$ cat config.mk
export PLATFORM = sky130hd
export DESIGN_NAME = coef_shadow_bank
export DESIGN_NICKNAME = d
export VERILOG_FILES = /design/src/rtl/cfg_pkg.sv /design/src/rtl/wr_edge_det.sv /design/src/rtl/coef_shadow_bank.sv
export SDC_FILE = /design/constraint.sdc
export NUM_CORES = 1
export LEC_CHECK = 0
export ABC_AREA = 1
export BUFFER_PORTS_ARGS = -buffer_cell sky130_fd_sc_hd__buf_2
export CAP_MARGIN = 20
export CORE_UTILIZATION = 57
export DETAILED_ROUTE_END_ITERATION = 8
export GPL_ROUTABILITY_DRIVEN = 0
export PLACE_DENSITY = 0.79
export RECOVER_POWER = 50
export SYNTH_ARGS = -nofsm -noshare
export SYNTH_HDL_FRONTEND = slang
export SYNTH_SLANG_ARGS = --single-unit
$ cat constraint.sdc
create_clock -name iTck -period 7 [get_ports iTck]
set_input_delay 1.4 -clock iTck [delete_from_list [all_inputs] [get_ports iTck]]
set_output_delay 1.4 -clock iTck [all_outputs]
set_load 0.01 [all_outputs]
$ cat src/rtl/cfg_pkg.sv
// ---------------------------------------------------------------------------
// cfg_pkg
// Shared definitions for the coefficient shadow bank:
//   - default sizing (NUM_TAPS / DW / AW)
//   - FSM state type (IDLE=0, LOAD=1, PEND=2, COMMIT=3)
//   - tap_lsb(): bit offset of tap k inside the flattened coefficient bus
// ---------------------------------------------------------------------------
package cfg_pkg;

    localparam int NUM_TAPS_DEF = 8;
    localparam int DW_DEF       = 8;
    localparam int AW_DEF       = 3;

    typedef enum logic [1:0] {
        ST_IDLE   = 2'd0,
        ST_LOAD   = 2'd1,
        ST_PEND   = 2'd2,
        ST_COMMIT = 2'd3
    } state_t;

    // Tap k occupies bits [tap_lsb(k, dw) +: dw] of the flattened bus.
    function automatic int tap_lsb(input int k, input int dw);
        return k * dw;
    endfunction

endpackage

$ cat src/rtl/wr_edge_det.sv
// ---------------------------------------------------------------------------
// wr_edge_det
// Registered rising-edge detector for a level strobe. A level held for many
// cycles yields a single one-cycle pulse on its first cycle high.
// The history register clears in reset, so a strobe already high when reset
// releases is reported as an edge on the first cycle out of reset.
// Ports:
//   clk    in  clock
//   rst_n  in  synchronous active-low reset
//   strobe in  level input
//   rise   out strobe & ~strobe_at_previous_edge
// ---------------------------------------------------------------------------
module wr_edge_det (
    input  logic clk,
    input  logic rst_n,
    input  logic strobe,
    output logic rise
);

    logic prev;

    // NOTE: sequential state is updated with non-blocking assignments only, so
    // every flop samples the pre-edge value of every other flop.
    always_ff @(posedge clk) begin
        if (!rst_n) begin
            prev <= 1'b0;
        end else begin
            prev <= strobe;
        end
    end

    assign rise = strobe & ~prev;

endmodule

$ cat src/rtl/coef_shadow_bank.sv
// ---------------------------------------------------------------------------
// coef_shadow_bank
// FIR coefficient store with a shadow bank. Writes from the config stage
// land in the shadow bank; the whole shadow bank is copied to the active
// bank in a single cycle, and only once the FIR datapath reports idle, so
// the filter never sees a partially updated coefficient set.
// Ports:
//   iTck        in  clock
//   iTrst       in  synchronous active-low reset
//   iWrEn       in  write strobe (level; one write per rising edge)
//   iRegAddr    in  explicit write address
//   iData       in  write data
//   iRinc       in  1 = write at oPtr and post-increment it
//   iDesync     in  abort: shadow reverts to active, state back to IDLE
//   iCommitReq  in  request shadow -> active transfer (sampled in LOAD)
//   iFirIdle    in  FIR idle; commit waits in PEND until it is 1
//   oCoefFlat   out active coefficients, tap k at [k*DW +: DW]
//   oDirtyMask  out shadow taps written since last commit/abort
//   oPtr        out auto-increment pointer
//   oState      out FSM state
//   oCommitDone out one-cycle pulse alongside the active bank update
//   oCfgErr     out sticky: write attempted while in PEND/COMMIT
// ---------------------------------------------------------------------------
module coef_shadow_bank
    import cfg_pkg::*;
#(
    parameter int NUM_TAPS = NUM_TAPS_DEF,
    parameter int DW       = DW_DEF,
    parameter int AW       = AW_DEF
) (
    input  logic                   iTck,
    input  logic                   iTrst,
    input  logic                   iWrEn,
    input  logic [AW-1:0]          iRegAddr,
    input  logic [DW-1:0]          iData,
    input  logic                   iRinc,
    input  logic                   iDesync,
    input  logic                   iCommitReq,
    input  logic                   iFirIdle,
    output logic [NUM_TAPS*DW-1:0] oCoefFlat,
    output logic [NUM_TAPS-1:0]    oDirtyMask,
    output logic [AW-1:0]          oPtr,
    output logic [1:0]             oState,
    output logic                   oCommitDone,
    output logic                   oCfgErr
);

    logic [DW-1:0]       active [NUM_TAPS];
    logic [DW-1:0]       shadow [NUM_TAPS];
    logic [NUM_TAPS-1:0] dirty;
    logic [AW-1:0]       ptr;
    logic                cfg_err;
    logic                commit_done;
    state_t              state;

    logic                wr_ev;
    logic [AW-1:0]       wr_addr;
    logic                wr_open;

    wr_edge_det u_wr_edge (
        .clk    (iTck),
        .rst_n  (iTrst),
        .strobe (iWrEn),
        .rise   (wr_ev)
    );

    assign wr_addr = iRinc ? ptr : iRegAddr;
    assign wr_open = (state == ST_IDLE) || (state == ST_LOAD);

    always_ff @(posedge iTck) begin
        if (!iTrst) begin
            // NOTE: both banks are small register arrays (not RAM) and must
            // read as zero after reset, so every entry is cleared here.
            for (int k = 0; k < NUM_TAPS; k++) begin
                active[k] <= '0;
                shadow[k] <= '0;
            end
            dirty       <= '0;
            ptr         <= '0;
            cfg_err     <= 1'b0;
            commit_done <= 1'b0;
            state       <= ST_IDLE;
        end else begin
            commit_done <= 1'b0;
            if (iDesync) begin
                // Abort wins over any write or commit on the same edge.
                for (int k = 0; k < NUM_TAPS; k++) begin
                    shadow[k] <= active[k];
                end
                dirty   <= '0;
                ptr     <= '0;
                cfg_err <= 1'b0;
                state   <= ST_IDLE;
            end else begin
                if (wr_ev) begin
                    if (wr_open) begin
                        shadow[wr_addr] <= iData;
                        dirty[wr_addr]  <= 1'b1;
                        if (iRinc) begin
                            ptr <= ptr + AW'(1);
                        end
                    end else begin
                        cfg_err <= 1'b1;
                    end
                end

                // NOTE: the default arm keeps the next-state decode fully
                // specified, so no path leaves state undefined.
                case (state)
                    ST_IDLE:   if (wr_ev)      state <= ST_LOAD;
                    ST_LOAD:   if (iCommitReq) state <= ST_PEND;
                    ST_PEND:   if (iFirIdle)   state <= ST_COMMIT;
                    ST_COMMIT: begin
                        for (int k = 0; k < NUM_TAPS; k++) begin
                            active[k] <= shadow[k];
                        end
                        dirty       <= '0;
                        commit_done <= 1'b1;
                        state       <= ST_IDLE;
                    end
                    default:   state <= ST_IDLE;
                endcase
            end
        end
    end

    for (genvar k = 0; k < NUM_TAPS; k++) begin : g_flat
        assign oCoefFlat[tap_lsb(k, DW) +: DW] = active[k];
    end

    assign oDirtyMask  = dirty;
    assign oPtr        = ptr;
    assign oState      = state;
    assign oCommitDone = commit_done;
    assign oCfgErr     = cfg_err;

endmodule

# Yosys cells after proc, flatten, opt, wreduce, memory -nomap -nowiden
# Memories as Yosys holds them, arrays and structs flattened.
# Index checks and enable logic that the tools add are counted.
# W data, S select, Z words.
op_classes:
  addsub: 1
  n_mul: 0
  div_mod_pow: 0
  n_lt_le_gt_ge: 2
  eq_ne: 6
  shifts: 0
  muxes: 39
  n_bitwise: 21
  reduce_logical: 10
op_table:
  columns: ["op", "count"]
  rows:
  - ["$mux W8", 17]
  - ["$or A1 B1 Y1", 16]
  - ["$mux W1", 15]
  - ["$or A8 B8 Y8", 1]
  - ["$pmux W2 S4", 1]
  - ["$reduce_or A8 Y1", 1]
  - ["$mux W2", 3]
  - ["$mux W3", 2]
  - ["$reduce_and A3 Y1", 2]
  - ["$eq A2 B2 Y1 const B", 2]
  - ["$lt A3 B4 Y1 const B", 1]
  - ["$ne A2 B2 Y1 const B", 2]
  - ["$reduce_and A2 Y1", 2]
  - ["$add A3 B1 Y3 const B", 1]
  - ["$demux W1 S3", 1]
  - ["$ge A3 B1 Y1 const B", 1]
  - ["$not A1 Y1", 3]
  - ["$reduce_or A3 Y1", 1]
  - ["$eq A2 B1 Y1 const B", 1]
  - ["$logic_not A2 Y1", 1]
  - ["$ne A2 B1 Y1 const B", 1]
  - ["$reduce_or A2 Y1", 1]
  - ["$and A1 B1 Y1", 1]
  - ["$logic_and A1 B1 Y1", 1]
  - ["$logic_or A1 B1 Y1", 1]
word_totals:
  ff_bits: 16
  latch_bits: 0
  ramBits: 128
  mem_bits_ro: 0
  in_bits: 18
  output_inout_bits: 79
  word_cells: 87
  memories: 2
memory_table:
  columns: ["name", "words", "word_bits", "read_ports", "rd_clocked_by_memory_dff", "wr", "line_no", "text"]
  rows:
  - ["active", 8, 8, 8, 0, 8, "coef_shadow_bank.sv:48", "logic [DW-1:0] active [NUM_TAPS];"]
  - ["shadow", 8, 8, 8, 0, 8, "coef_shadow_bank.sv:49", "logic [DW-1:0] shadow [NUM_TAPS];"]

# Longest topological paths before layout
# Gate-level depths: netlist of the first run.
depth:
  ltp_word: 9
  ltp_mapped: 10
  depth_no_buf: 9

# Cells and area by module
# Synthesis of the first run repeated with hierarchy kept, for this count alone.
hier_totals:
  hier_cells: 597
  area_unflattened_um2: 6497.5
by_module_without_submodules:
  columns: ["mod", "instances", "cells_per_inst", "area_each_um2", "seq_area_each_um2"]
  rows:
  - ["coef_shadow_bank", 1, 592, 6459.9, 4144.0]
  - ["wr_edge_det", 1, 5, 37.5, 20.0]

# Worst setup path before layout of the first run
# No wires, ideal clock.
synth_timing:
  path_kind: "input to register"
  startpoint: "in iDesync"
  endpoint: "mem active[0][0] (netlist name), enable pin"
  setup_ps: 574
  arrival_ps: 5916
  required_ps: 6426
  setup_slack_ps: 510
  cell_stages: 1
  path_buffers: 0
  cell_sequence: "o21ai_0"
synth_rtl:
  columns: ["element", "line_no", "text"]
  rows:
  - ["start: declaration", "coef_shadow_bank.sv:37", "input logic iDesync,"]
  - ["end: declaration", "coef_shadow_bank.sv:48", null]

==> results of run 1 <==
## kinds of logic after synthesis
logic type | count (synthesis) | share of synthesized area
fa+ha+maj | 5 | 0.009491
buf+inv | 139 | 0.09188
xor+xnor | 1 | 0.001329
flops | 144 | 0.6317
compound gates | 16 | 0.01215
simple gates | 353 | 0.2534
## cell usage in the layout, fill, tap and decap left out, types with 2 or more instances in the layout
cell / synthesis / routed
nand2_1: 214 / 214
edfxtp_1: 128 / 128
inv_1: 105 / 106
clkbuf_1: 13 / 82
nand3_1: 58 / 58
nor2_1: 40 / 41
nor2_4: 27 / 27
clkbuf_16: 0 / 17
buf_2: 6 / 16
dfxtp_1: 16 / 16
a21oi_1: 12 / 12
ha_1: 5 / 5
nand2_4: 4 / 4
bufinv_16: 0 / 4
nand2_2: 3 / 3
nor2_2: 3 / 3
o21ai_0: 4 / 3
clkbuf_8: 0 / 3
buf_4: 5 / 3
clkinv_1: 0 / 2
inv_2: 4 / 2
nand4_1: 2 / 2
clkinv_2: 0 / 2
clkinv_4: 0 / 2
## power groups by stage
stage | Clock (mW) | Sequential, mW | Combinational, mW
6_report | 0.975 | 1.00 | 0.139
5_1_grt | 1.02 | 1.01 | 0.153
4_1_cts | 0.976 | 1.00 | 0.144
3_5_place_dp | 0 | 1.02 | 0.142
3_3_place_gp | 0 | 1.02 | 0.138
2_1_floorplan | 0 | 1.03 | 0.0864
## sequential cells by signal, summed over array words and instances (netlist names)
register,flops
shadow,64
oState,2
oCfgErr,1
oDirtyMask,8
oPtr,3
oCommitDone,1
u_wr_edge.prev,1
active,64
## through the flow
| stage | worst slack (ns) | hold WS (ns) | instance area [sq um] | utilization | total power [mW] |
|---|---|---|---|---|---|
| 3_3_place_gp | 3.497 | 0.4579 | 7091 | 0.6428 | 1.156 |
| 6_report | 2.400 | 0.4709 | 7607 | 0.6897 | 2.118 |
| 4_1_cts | 3.855 | 0.4717 | 7724 | 0.7002 | 2.123 |
| 2_1_floorplan | 0.5100 | 0.4740 | 6591 | - | 1.113 |
| 5_1_grt | 2.103 | 0.4795 | 7607 | 0.6897 | 2.179 |
| 3_5_place_dp | 3.416 | 0.4632 | 7091 | 0.6428 | 1.162 |
## worst paths after layout
kind                        end  slack [ns]  cells past startpoint
setup / recovery  active[0][41]        2.40                      8
hold / removal    oDirtyMask[7]        0.47                      2
setup reg to reg   shadow[6][6]        4.55                      9
hold reg to reg   oDirtyMask[7]        0.47                      2
## final cells by class
class	instances	area [sq um]
timing repair buffer	99	402.9
fill	831	3423
inverter	110	415.4
multi-input combinational	375	1817
clock buffer	22	474.2
clock inverter	10	158.9
sequential	144	4164
tap	140	175.2
## critical path, delay by kind of cell
kind,cells,cell delay [ns]
buf+inv,5,2.15
simple gates,3,1.29
## routing by layer
layer  wire [um]  track usage
met5           0            0
met4         539       0.1400
met3        1296      0.06402
met2        7094       0.4070
met1        6365       0.3738
==> impl_metrics.yaml, run 1 <==
yosys:
  synth_most_common_cell: "nand2_1"
  synth_area_per_cell_sq_um: 10.02
  synth_seq_area_share: 0.6317
  yosysWarnings: 0
  synthArstFlopShare: 0
  yosys-top-cells-count: "nand2_1, edfxtp_1, inv_1"
  synth_top_area_cell: "edfxtp_1"
  mappedNetlistNets: 681
  synthFlopType: "edfxtp_1"
  ys_types: 24
  synth-edff-count: 128
  ys_ff_latch: 144
  synthCells: 658
  synth_area_leaders: "edfxtp_1, nand2_1, inv_1, dfxtp_1, nor2_4"
  syn-cell-area_sq_um: 6591
  synth_top_area_share: 0.5831
routing:
  viasPerCell: 5.308
  antenna_left: 0
  dr.pass1.iters: 5
  wirelength_mm: 15.30
  wire_per_inst_um: 16.99
  first_iter_violations: 347
  drc_errors: 0
  vias: 4777
place:
  port_buffers: 96
  place_inst: 868
  dp_hpwl_mm: 9.711
clock_network:
  clock-root-buffer: "clkbuf_16"
  clk_pin_slew_ns: 0.06
  clock_path_buffers: 2
  hold_buffers: 0
  cts_tree: "done"
  cts_num_sinks: 144
  h-tree-depth: 4
  insertion_delay_ns: 0.42
  ctsResizeCount: 0
  cts_buffers: 17
  cts_setup_buffers: 0
die:
  start_util: 0.5975
  rows: 38
  dieWidth_um: 109.5
  num_io_pins: 97
  core_sq_um: 11030
  die_area_sq_um: 12000
  fp.dieH_um: 109.5
layout:
  nets: 770
  final_cell_count_no_fill: 900
  syn2layout_area_growth_pct: 15.41
  layout-drive-gt1-share: 0.1171
  diodes: 0
timing:
  setup_tns_ns: 0
  period_needed_ns: 4.600
  max_freq_mhz: 217.4
  clock_skew_ns: 0.009110
  slew_violations: 0
  slew_headroom: 0.03021
  fin_crit_sh: 0.6572
  final-hold-violation-count: 0
  setup_viol: 0
  rsz0062_at_grt: "no"
  worst_slew_pin_slew_ns: 1.455
grt:
  antenna_found_initial: 0
  grt_first_pass_wirelength_mm: 23.34
  overflow: 0
  grt_start_max_net_pins: 51
  grtUsageTotal: 0.2725
  grt_pass1_vias: 4469
worst_setup_path:
  cp.required_ns: 7.27
  worst_r2r_startpoint: "oState[1]"
  crit_chain: "clkbuf_1, clkinv_1, nor2_1, inv_1, nor2_4, inv_2, buf_4, nor2_1"
  arrival_ns: 4.87
  critical_path.max_fanout: 36
  startpoint: "iTrst"
  max_stage_delay_ns: 1.04
  crit_path_end_kind: "flip-flop"
  slowest_stage: "clkbuf_1"
  path_class: "in -> reg"
  crit_top_cell: "nor2_1"
  startpoint_type: "input pin"
power:
  internal_power_mw: 1.640
  switchingPower_mw: 0.4777
  p_clk_frac: 0.460
  switching_share: 0.2255
  peakVddDrop_mv: 0.1892
  power.leakage_nw: 3.370
  p_per_area_nw_per_um2: 278.4
  seq_power_share: 0.474
  comb_power_share: 0.066
status:
  status: "finished clean"
flow_run:
  cap_violations: 0
worst_hold_path:
  holdCritPathClass: "reg -> reg"
  hold_start: "oDirtyMask[7]"
Power figures use the tool's default switching activity.
==> run 2, diff against run 1 <==
--- a/config.mk
+++ b/config.mk
@@ -8,10 +8,10 @@
 export ABC_AREA = 1
 export BUFFER_PORTS_ARGS = -buffer_cell sky130_fd_sc_hd__buf_2
 export CAP_MARGIN = 20
-export CORE_UTILIZATION = 57
+export CORE_UTILIZATION = 52
 export DETAILED_ROUTE_END_ITERATION = 8
 export GPL_ROUTABILITY_DRIVEN = 0
-export PLACE_DENSITY = 0.79
+export PLACE_DENSITY = 0.76
 export RECOVER_POWER = 50
 export SYNTH_ARGS = -nofsm -noshare
 export SYNTH_HDL_FRONTEND = slang
==> constraint.sdc (replaced) <==
create_clock -name iTck -period 4.2 [get_ports iTck]
set_input_delay 0.84 -clock iTck [delete_from_list [all_inputs] [get_ports iTck]]
set_output_delay 0.84 -clock iTck [all_outputs]
set_load 0.01 [all_outputs]
==> impl_metrics.yaml, run 2 (synthesized netlist as in run 1, its figures left out) <==
timing:
  final-hold-violation-count: 0
  clock_skew_ns: 0.009510
  rsz0062_at_grt: "no"
  fin_crit_sh: 0.7819
  slew_headroom: -0.5864
  setup_viol: 0
  worst_slew_pin_slew_ns: 2.364
  period_needed_ns: 3.284
  setup_tns_ns: 0
  timing.hold.ws_ns: 0.4798
  slew_violations: 25
  max_freq_mhz: 304.5
die:
  num_io_pins: 97
  core_sq_um: 12160
  fp.dieH_um: 114.6
  start_util: 0.5420
  dieWidth_um: 114.6
  die_area_sq_um: 13130
  rows: 40
layout:
  diodes: 0
  final_cell_count_no_fill: 929
  syn2layout_area_growth_pct: 15.98
  regArea_sq_um: 4164
  layout-drive-gt1-share: 0.1183
  nets: 771
  multi_input_area_sq_um: 1805
  layout_common_cells: "nand2_1, edfxtp_1, inv_1"
  nFillCells: 975
  final_common_cell: "nand2_1"
routing:
  wire_per_inst_um: 16.14
  dr.pass1.iters: 5
  drc_errors: 0
  first_iter_violations: 421
  antenna_left: 0
  vias: 4782
  viasPerCell: 5.147
  wirelength_mm: 15.00
place:
  port_buffers: 96
  place_inst: 897
  dp_hpwl_mm: 9.773
worst_setup_path:
  arrival_ns: 3.45
  path_class: "in -> reg"
  startpoint_type: "input pin"
  regToRegEndpoint: "active[0][6]"
  r2r_cells: 4
  cp.required_ns: 4.36
  worst_r2r_startpoint: "oState[0]"
  crit_path_end_kind: "flip-flop"
  startpoint: "iTrst"
  critical_path.max_fanout: 50
  endpoint: "shadow[6][3]"
  reg2reg_slack_ns: 1.08
clock_network:
  cts_num_sinks: 144
  ctsResizeCount: 0
  clk_pin_slew_ns: 0.06
  h-tree-depth: 4
  cts_tree: "done"
  cts_buffers: 17
  hold_buffers: 0
  clock_path_buffers: 2
  cts_setup_buffers: 0
  clock-root-buffer: "clkbuf_16"
  insertion_delay_ns: 0.41
grt:
  grt_first_pass_wirelength_mm: 23.58
  antenna_found_initial: 0
  grt_start_max_net_pins: 51
  grt_pass1_vias: 4557
  overflow: 0
  grtUsageTotal: 0.2433
power:
  p_per_area_nw_per_um2: 460.4
  peakVddDrop_mv: 0.1989
  power.leakage_nw: 3.377
  power_mw: 3.520
worst_hold_path:
  hold_path_depth: 2
  holdCritPathClass: "reg -> reg"
status:
  violations: "max-capacitance violations, max-slew violations"
  status: "finished, violations left"
flow_run:
  cap_violations: 1
run 2: changes by cell type in the layout (fill, tap and decap cells not counted), sizes merged:
cell,before,now
inv,109,111
bufinv,4,5
buf,19,21
clkinv,6,5
clkbuf,102,99
run 2: worst min path at each step:
stage	startpoint	end	slack, ns
after floorplan	oDirtyMask[0]	oDirtyMask[0]	0.47
after global placement	oDirtyMask[6]	oDirtyMask[6]	0.46
after detailed placement	oDirtyMask[4]	oDirtyMask[4]	0.47
after CTS	oDirtyMask[1]	oDirtyMask[1]	0.48
after global routing	oDirtyMask[0]	oDirtyMask[0]	0.49
final	oDirtyMask[6]	oDirtyMask[6]	0.48
run 2: routing by layer:
metal  GRT usage  vias up  part of all wire  wire length [um]
li1            -     2244                 -                 -
met1      0.3281     2277              0.43              6423
met2      0.3794      226              0.47              7021
met3     0.05929       35             0.076              1146
met4     0.09957        0             0.027               404
met5           0        -                 0                 0
run 2: stage by stage:
step	util	instance area, sq um	setup slack [ns]
5_1_grt	0.6286	7645	0.7268
6_report	0.6286	7645	0.9161
4_1_cts	0.6390	7771	1.528
2_1_floorplan	-	6591	0.006861
3_5_place_dp	0.5876	7146	1.106
3_3_place_gp	0.5876	7146	1.234
run 2: area by class of cell:
class,instances,area share
Clock buffer,20,0.05712
Clock inverter,12,0.02471
Inverter,110,0.05434
Multi-Input combinational cell,375,0.2362
Sequential cell,144,0.5447
Tap cell,168,0.02750
Timing Repair Buffer,100,0.05548
run 2: power by group:
group          internal (mW)  total [mW]  switching (mW)  leakage, nW
Sequential              1.64        1.67          0.0339         1.50
Combinational         0.0563       0.233           0.176         1.58
Clock                   1.05        1.61           0.565        0.303
run 2: critical path: stages:
cell	delay, ns
buf_2	0.50
inv_2	0.06
nor2_1	0.89
nand2_4	0.14
inv_2	0.65
nand2_4	0.18
nand2_1	0.12
nand2_1	0.06
